--- src/rtl/ram_bist_ctrl.sv ---
// ============================================================================
// ram_bist_ctrl : write/read-back march over the 64-word data RAM with
//                 pass/fail, first-error address and LED byte readout.
// Revision 1.0
// ============================================================================
`timescale 1ns/1ps
`default_nettype none

module ram_bist_ctrl #(
    parameter int          ADDR_W = 6,
    parameter int          DATA_W = 32,
    parameter logic [31:0] SEED   = 32'h1357_9BDF,
    parameter logic [31:0] STEP   = 32'h0000_0101
) (
    input  logic              clk,
    input  logic              rst_n,
    input  logic              start,
    input  logic [1:0]        MUX,
    output logic [ADDR_W-1:0] Mem_Addr,
    output logic              Mem_Write,
    output logic              Mem_Read,
    output logic [DATA_W-1:0] M_W_Data,
    input  logic [DATA_W-1:0] M_R_Data,
    output logic              busy,
    output logic              done,
    output logic              pass,
    output logic [ADDR_W-1:0] err_addr,
    output logic [7:0]        LED
);

    localparam logic [DATA_W-1:0] c_PAT0     = DATA_W'(SEED);
    localparam logic [DATA_W-1:0] c_PAT_STEP = DATA_W'(STEP);
    localparam logic [ADDR_W-1:0] c_ADDR_MAX = '1;

    typedef enum logic [2:0] {
        ST_IDLE  = 3'd0,
        ST_WR    = 3'd1,
        ST_RD    = 3'd2,
        ST_DRAIN = 3'd3,
        ST_DONE  = 3'd4
    } state_t;

    state_t              state_q;
    logic [ADDR_W-1:0]   addr_q;
    logic                wr_q;
    logic                rd_q;
    logic [DATA_W-1:0]   wdata_q;
    logic [DATA_W-1:0]   exp_q;
    logic [ADDR_W-1:0]   cmp_addr_q;
    logic                cmp_vld_q;
    logic                busy_q;
    logic                done_q;
    logic                pass_q;
    logic [ADDR_W-1:0]   err_addr_q;
    logic [DATA_W-1:0]   cap_q;

    logic                w_cmp_ok;
    logic [7:0]          w_led;

    // Read data lags the issued address by one edge; exp_q/cmp_addr_q track that lag.
    assign w_cmp_ok = (M_R_Data == exp_q);

    always_ff @(posedge clk or negedge rst_n) begin
        if (!rst_n) begin
            state_q    <= ST_IDLE;
            addr_q     <= '0;
            wr_q       <= 1'b0;
            rd_q       <= 1'b0;
            wdata_q    <= '0;
            exp_q      <= '0;
            cmp_addr_q <= '0;
            cmp_vld_q  <= 1'b0;
            busy_q     <= 1'b0;
            done_q     <= 1'b0;
            pass_q     <= 1'b0;
            err_addr_q <= '0;
            cap_q      <= '0;
        end else begin
            case (state_q)
                ST_IDLE, ST_DONE: begin
                    if (start) begin
                        state_q    <= ST_WR;
                        wr_q       <= 1'b1;
                        rd_q       <= 1'b0;
                        addr_q     <= '0;
                        wdata_q    <= c_PAT0;
                        cmp_vld_q  <= 1'b0;
                        busy_q     <= 1'b1;
                        done_q     <= 1'b0;
                        pass_q     <= 1'b0;
                        err_addr_q <= '0;
                    end
                end

                ST_WR: begin
                    if (addr_q == c_ADDR_MAX) begin
                        state_q   <= ST_RD;
                        wr_q      <= 1'b0;
                        rd_q      <= 1'b1;
                        addr_q    <= '0;
                        exp_q     <= c_PAT0;
                        cmp_vld_q <= 1'b0;
                    end else begin
                        addr_q  <= addr_q + 1'b1;
                        wdata_q <= wdata_q + c_PAT_STEP;
                    end
                end

                ST_RD: begin
                    if (cmp_vld_q && !w_cmp_ok) begin
                        state_q    <= ST_DONE;
                        rd_q       <= 1'b0;
                        busy_q     <= 1'b0;
                        done_q     <= 1'b1;
                        pass_q     <= 1'b0;
                        err_addr_q <= cmp_addr_q;
                        cap_q      <= M_R_Data;
                    end else begin
                        if (cmp_vld_q) begin
                            cap_q <= M_R_Data;
                            exp_q <= exp_q + c_PAT_STEP;
                        end
                        cmp_vld_q  <= 1'b1;
                        cmp_addr_q <= addr_q;
                        if (addr_q == c_ADDR_MAX) begin
                            state_q <= ST_DRAIN;
                            rd_q    <= 1'b0;
                        end else begin
                            addr_q <= addr_q + 1'b1;
                        end
                    end
                end

                ST_DRAIN: begin
                    state_q <= ST_DONE;
                    cap_q   <= M_R_Data;
                    busy_q  <= 1'b0;
                    done_q  <= 1'b1;
                    pass_q  <= w_cmp_ok;
                    if (!w_cmp_ok) begin
                        err_addr_q <= cmp_addr_q;
                    end
                end

                default: begin
                    state_q <= ST_IDLE;
                    wr_q    <= 1'b0;
                    rd_q    <= 1'b0;
                    busy_q  <= 1'b0;
                end
            endcase
        end
    end

    always_comb begin
        w_led = cap_q[7:0];
        case (MUX)
            2'd0: w_led = cap_q[7:0];
            2'd1: w_led = cap_q[15:8];
            2'd2: w_led = cap_q[23:16];
            2'd3: w_led = cap_q[31:24];
            default: w_led = cap_q[7:0];
        endcase
    end

    assign Mem_Addr  = addr_q;
    assign Mem_Write = wr_q;
    assign Mem_Read  = rd_q;
    assign M_W_Data  = wdata_q;
    assign busy      = busy_q;
    assign done      = done_q;
    assign pass      = pass_q;
    assign err_addr  = err_addr_q;
    assign LED       = w_led;

endmodule

`default_nettype wire

--- config.mk ---
export PLATFORM = sky130hd
export DESIGN_NAME = ram_bist_ctrl
export DESIGN_NICKNAME = d
export VERILOG_FILES = /design/src/rtl/ram_bist_ctrl.sv
export SDC_FILE = /design/constraint.sdc
export NUM_CORES = 1
export LEC_CHECK = 0
export CELL_PAD_IN_SITES_DETAIL_PLACEMENT = 0
export CELL_PAD_IN_SITES_GLOBAL_PLACEMENT = 2
export CORE_MARGIN = 2
export CORE_UTILIZATION = 35
export CTS_CLUSTER_SIZE = 28
export DETAILED_ROUTE_END_ITERATION = 8
export GPL_TIMING_DRIVEN = 0
export PLACE_DENSITY_LB_ADDON = 0.1
export SETUP_SLACK_MARGIN = 0.1
export SYNTH_ARGS = -nofsm -noshare
export SYNTH_HDL_FRONTEND = slang
export SYNTH_SLANG_ARGS = --single-unit
--- constraint.sdc ---
create_clock -name clk -period 3 [get_ports clk]
set_clock_uncertainty 0.2 [all_clocks]
set_input_delay 0.75 -clock clk [delete_from_list [all_inputs] [get_ports clk]]
set_output_delay 0.75 -clock clk [all_outputs]
set_load 0.01 [all_outputs]
==> metrics.log <==
INFO  metric antenna_violating_nets_post_route = 0
INFO  metric syn-mean-instance-area = approximately 11 µm²
INFO  metric worstPathBufferInverterCount = 2
INFO  metric n_antenna_cell = 0
INFO  metric initial_antenna_violation_count = 0
INFO  metric grt_start_max_net_pins = 96
INFO  metric layout_commonest_cell = sky130_fd_sc_hd__dfrtp_1
INFO  metric rsz_0062_raised_after_global_routing = no
INFO  metric edff_count_synth = 0
INFO  metric fin_crit_sh = 0.953
INFO  metric timing_worst_slew_pin_value = 0.596 ns
INFO  metric initial_core_util = 0.356
INFO  metric floorplan.die.height = 139 µm
INFO  metric tritoncts_clock_tree = built
INFO  metric cp_data_arrival_time = 1.91 ns
INFO  metric timing.critical_path.from_type = input port
INFO  metric cts.clk_slew.worst_paths = about 0.05 ns
INFO  metric grt_first_pass_wirelength = just under 30000 µm
INFO  metric gp_routability_congestion = 0.789
INFO  metric final_layout_size_suffix_gt1_frac = 0.174
INFO  metric timing.critical_path.to_type = output pin
INFO  metric synthesis.instances = approximately 600
INFO  metric clock_network_latency_to_the_later_pin_of_the_worst_skew_pair = 0.42 ns
INFO  metric grt_usage = 0.192
INFO  metric mostFrequentLayoutCells = 123 x sky130_fd_sc_hd__dfrtp_1, 84 x sky130_fd_sc_hd__clkdlybuf4s50_1, 46 x sky130_fd_sc_hd__nand2_1, 42 x sky130_fd_sc_hd__nor2_1, 39 x sky130_fd_sc_hd__xnor2_1
INFO  metric cpMaxStageDelayCell = sky130_fd_sc_hd__mux4_2
INFO  metric rows = 49
INFO  metric cellPowerDensity = 641 mW/mm²
INFO  metric first_global_vias = 5114
INFO  metric setup_viol = 0
INFO  metric die_w = 139 µm
INFO  metric stdcell_count = 953
INFO  metric timing.critical_path.max_delay_family = buffers and inverters
INFO  metric total_congestion_overflow_after_global_routing = 0
INFO  metric numPlacedInstances = 919
INFO  metric synth-xor-area-share = 0.0782
INFO  metric synth_compound_gate_area_share = 0.103
INFO  metric period_needed = 2.86 ns
INFO  metric worst_hold_slack = 0.00415 ns
INFO  metric clock_sink_count = about 120
INFO  metric synth.net_count = roughly 640
INFO  metric worstPathRequired = 2.05 ns
INFO  metric drt-initial-drc-count = 377
INFO  metric ir_drop = 453 µV
INFO  metric synthFlopType = sky130_fd_sc_hd__dfrtp_1
INFO  metric hold_viol_final = 0
INFO  metric die_area = approximately 0.019 mm²
INFO  metric post_synth_instance_area = about 0.0064 mm²
INFO  metric final-max-slew-violation-count = 0
INFO  metric placement.setup.worst_slack = -0.773 ns
INFO  metric slew-limit-headroom = 0.603
INFO  metric yosysWarningCount = 0
INFO  metric total_power = 5.35 mW
INFO  metric result_of_the_run = completed
INFO  metric core_region_area = around 0.018 mm²
INFO  metric detail_route.wl_per_cell = 19.1 µm
INFO  metric critical_path.max_fanout = 8
INFO  metric layout_setup_ws = 0.141 ns
INFO  metric hold_path.class = in -> async
INFO  metric ys_ff_latch = 123
INFO  metric io-pin-count = 94
INFO  metric detail_route.drc_violations = 0
INFO  metric mux_cell_area_share_after_synthesis = 0.116
INFO  metric synth.lib_cells_used.distinct = 64
INFO  metric cts_max_path_buffers = 2
INFO  metric worstPathCellList = clkbuf_8 -> mux4_2 -> clkdlybuf4s50_1
INFO  metric io_port_bufs = 91
INFO  metric fmax = roughly 350 MHz
INFO  metric viasPerCell = 5.33
INFO  metric synth_top_family_by_area = simple AND/OR/NAND/NOR gates
INFO  metric asyncSetResetFlopFracSynth = 1.00
INFO  metric nets = 752
INFO  metric cts_inserted_buffers = 17
INFO  metric p_leak = 3.51 nW
INFO  metric cap_viol_max_count = 0
INFO  metric root_buffer = sky130_fd_sc_hd__clkbuf_16
INFO  metric synth_simple_gate_area_share = 0.188
INFO  metric setup.worst_path.class = in -> out
INFO  metric critical-path-max-stage-delay = 0.50 ns
INFO  metric num_vias = 5075
INFO  metric htree_num_levels = 4
INFO  metric finalCoreUtilization = 0.466
INFO  metric wirelength = ~18000 µm
INFO  metric seq_area_frac_synth = 0.482
INFO  metric dp_hpwl = 13000 µm
INFO  metric drt_pre_antenna_iters = 6
INFO  metric synth_area_in_adders = 0.00588
INFO  metric flow.area_growth_from_synthesis = 30.7%
-- flip-flops by register name (all words and copies together), names as in the netlist --
signal,count
pass,1
exp_q,32
M_W_Data,32
cap_q,32
Mem_Write,1
busy,1
err_addr,6
cmp_addr_q,6
Mem_Addr,6
cmp_vld_q,1
state_q,3
done,1
Mem_Read,1
-- kinds of logic (layout without fill, tap and decap cells) --
logic type | count (synthesis) | count (layout)
adders and majority gates | 3 | 3
AOI/OAI and AO/OA | 97 | 97
xor gates and xnor gates | 57 | 57
and+or+nand+nor | 220 | 220
DFF | 123 | 123
buffers and inverters | 39 | 165
muxes | 59 | 59
-- synth_stat cells (all sizes together), types with 7 or more instances --
master / n / share of area
and3: 20 / 0.021
mux4: 8 / 0.028
inv: 9 / 0.0053
nor3: 12 / 0.010
mux2: 38 / 0.067
buf: 15 / 0.013
o21ai: 21 / 0.018
nand2: 48 / 0.029
clkbuf: 15 / 0.0090
xnor2: 41 / 0.056
a22o: 8 / 0.011
a21oi: 20 / 0.016
nor2: 42 / 0.025
xor2: 16 / 0.022
nand4: 24 / 0.026
and4: 7 / 0.0098
a31oi: 7 / 0.0069
nand3: 29 / 0.023
mux2i: 13 / 0.020
or3: 9 / 0.0088
dfrtp: 123 / 0.48
-- area by class of cell --
| class | instances | area, µm² |
|---|---|---|
| timing repair buffer | 95 | 973 |
| clock buffer | 20 | 457 |
| tap | 229 | 287 |
| sequential | 123 | 3080 |
| fill | 1678 | 9560 |
| clock inverter | 11 | 144 |
| multi-input combinational | 436 | 3200 |
| inverter | 9 | 33.8 |
| buffer | 30 | 169 |
-- routing by layer --
metal  GRT usage  vias up  routed length (µm)
li1            -     2423                   -
met1       0.265     2532                8600
met2       0.303      106                8700
met3      0.0459       14                 729
met4      0.0579        0                 204
met5           0        -                   0
-- stage by stage --
stage	instance area, µm²	TNS, ns
after global routing	8340	0
after floorplan	6380	0
after global placement	7580	-532.58
after CTS	8260	0
final	8340	0
after detailed placement	7610	-27.88
-- power breakdown --
part           leakage, nW  switching, mW  internal (mW)
combinational         1.74          0.551          0.608
clock                0.284          0.770           1.34
sequential            1.49          0.237           1.84
-- worst paths after layout --
check                                       start                       end  slack [ns]  depth (start not counted)
min                                         rst_n   err_addr[0]$_DFFE_PN0P_       0.004                          1
max reg2reg                state_q[2]$_DFFE_PN0P_     cap_q[17]$_DFFE_PN0P_        0.33                          6
max                                        MUX[0]                    LED[5]        0.14                          3
min reg2reg                      pass$_DFFE_PN0P_          pass$_DFFE_PN0P_        0.29                          1
min in group clk                 pass$_DFFE_PN0P_          pass$_DFFE_PN0P_        0.29                          1
max in group asynchronous                   rst_n  M_W_Data[26]$_DFFE_PN0P_        1.81                          2
-- what timing repair did --
action	in CTS	in global routing
buffers inserted	0	3
setup endpoints to repair	48	62
hold buffers	0	0
pin swaps	2	7
resized for setup	15	22
Power figures use the tool's default switching activity.
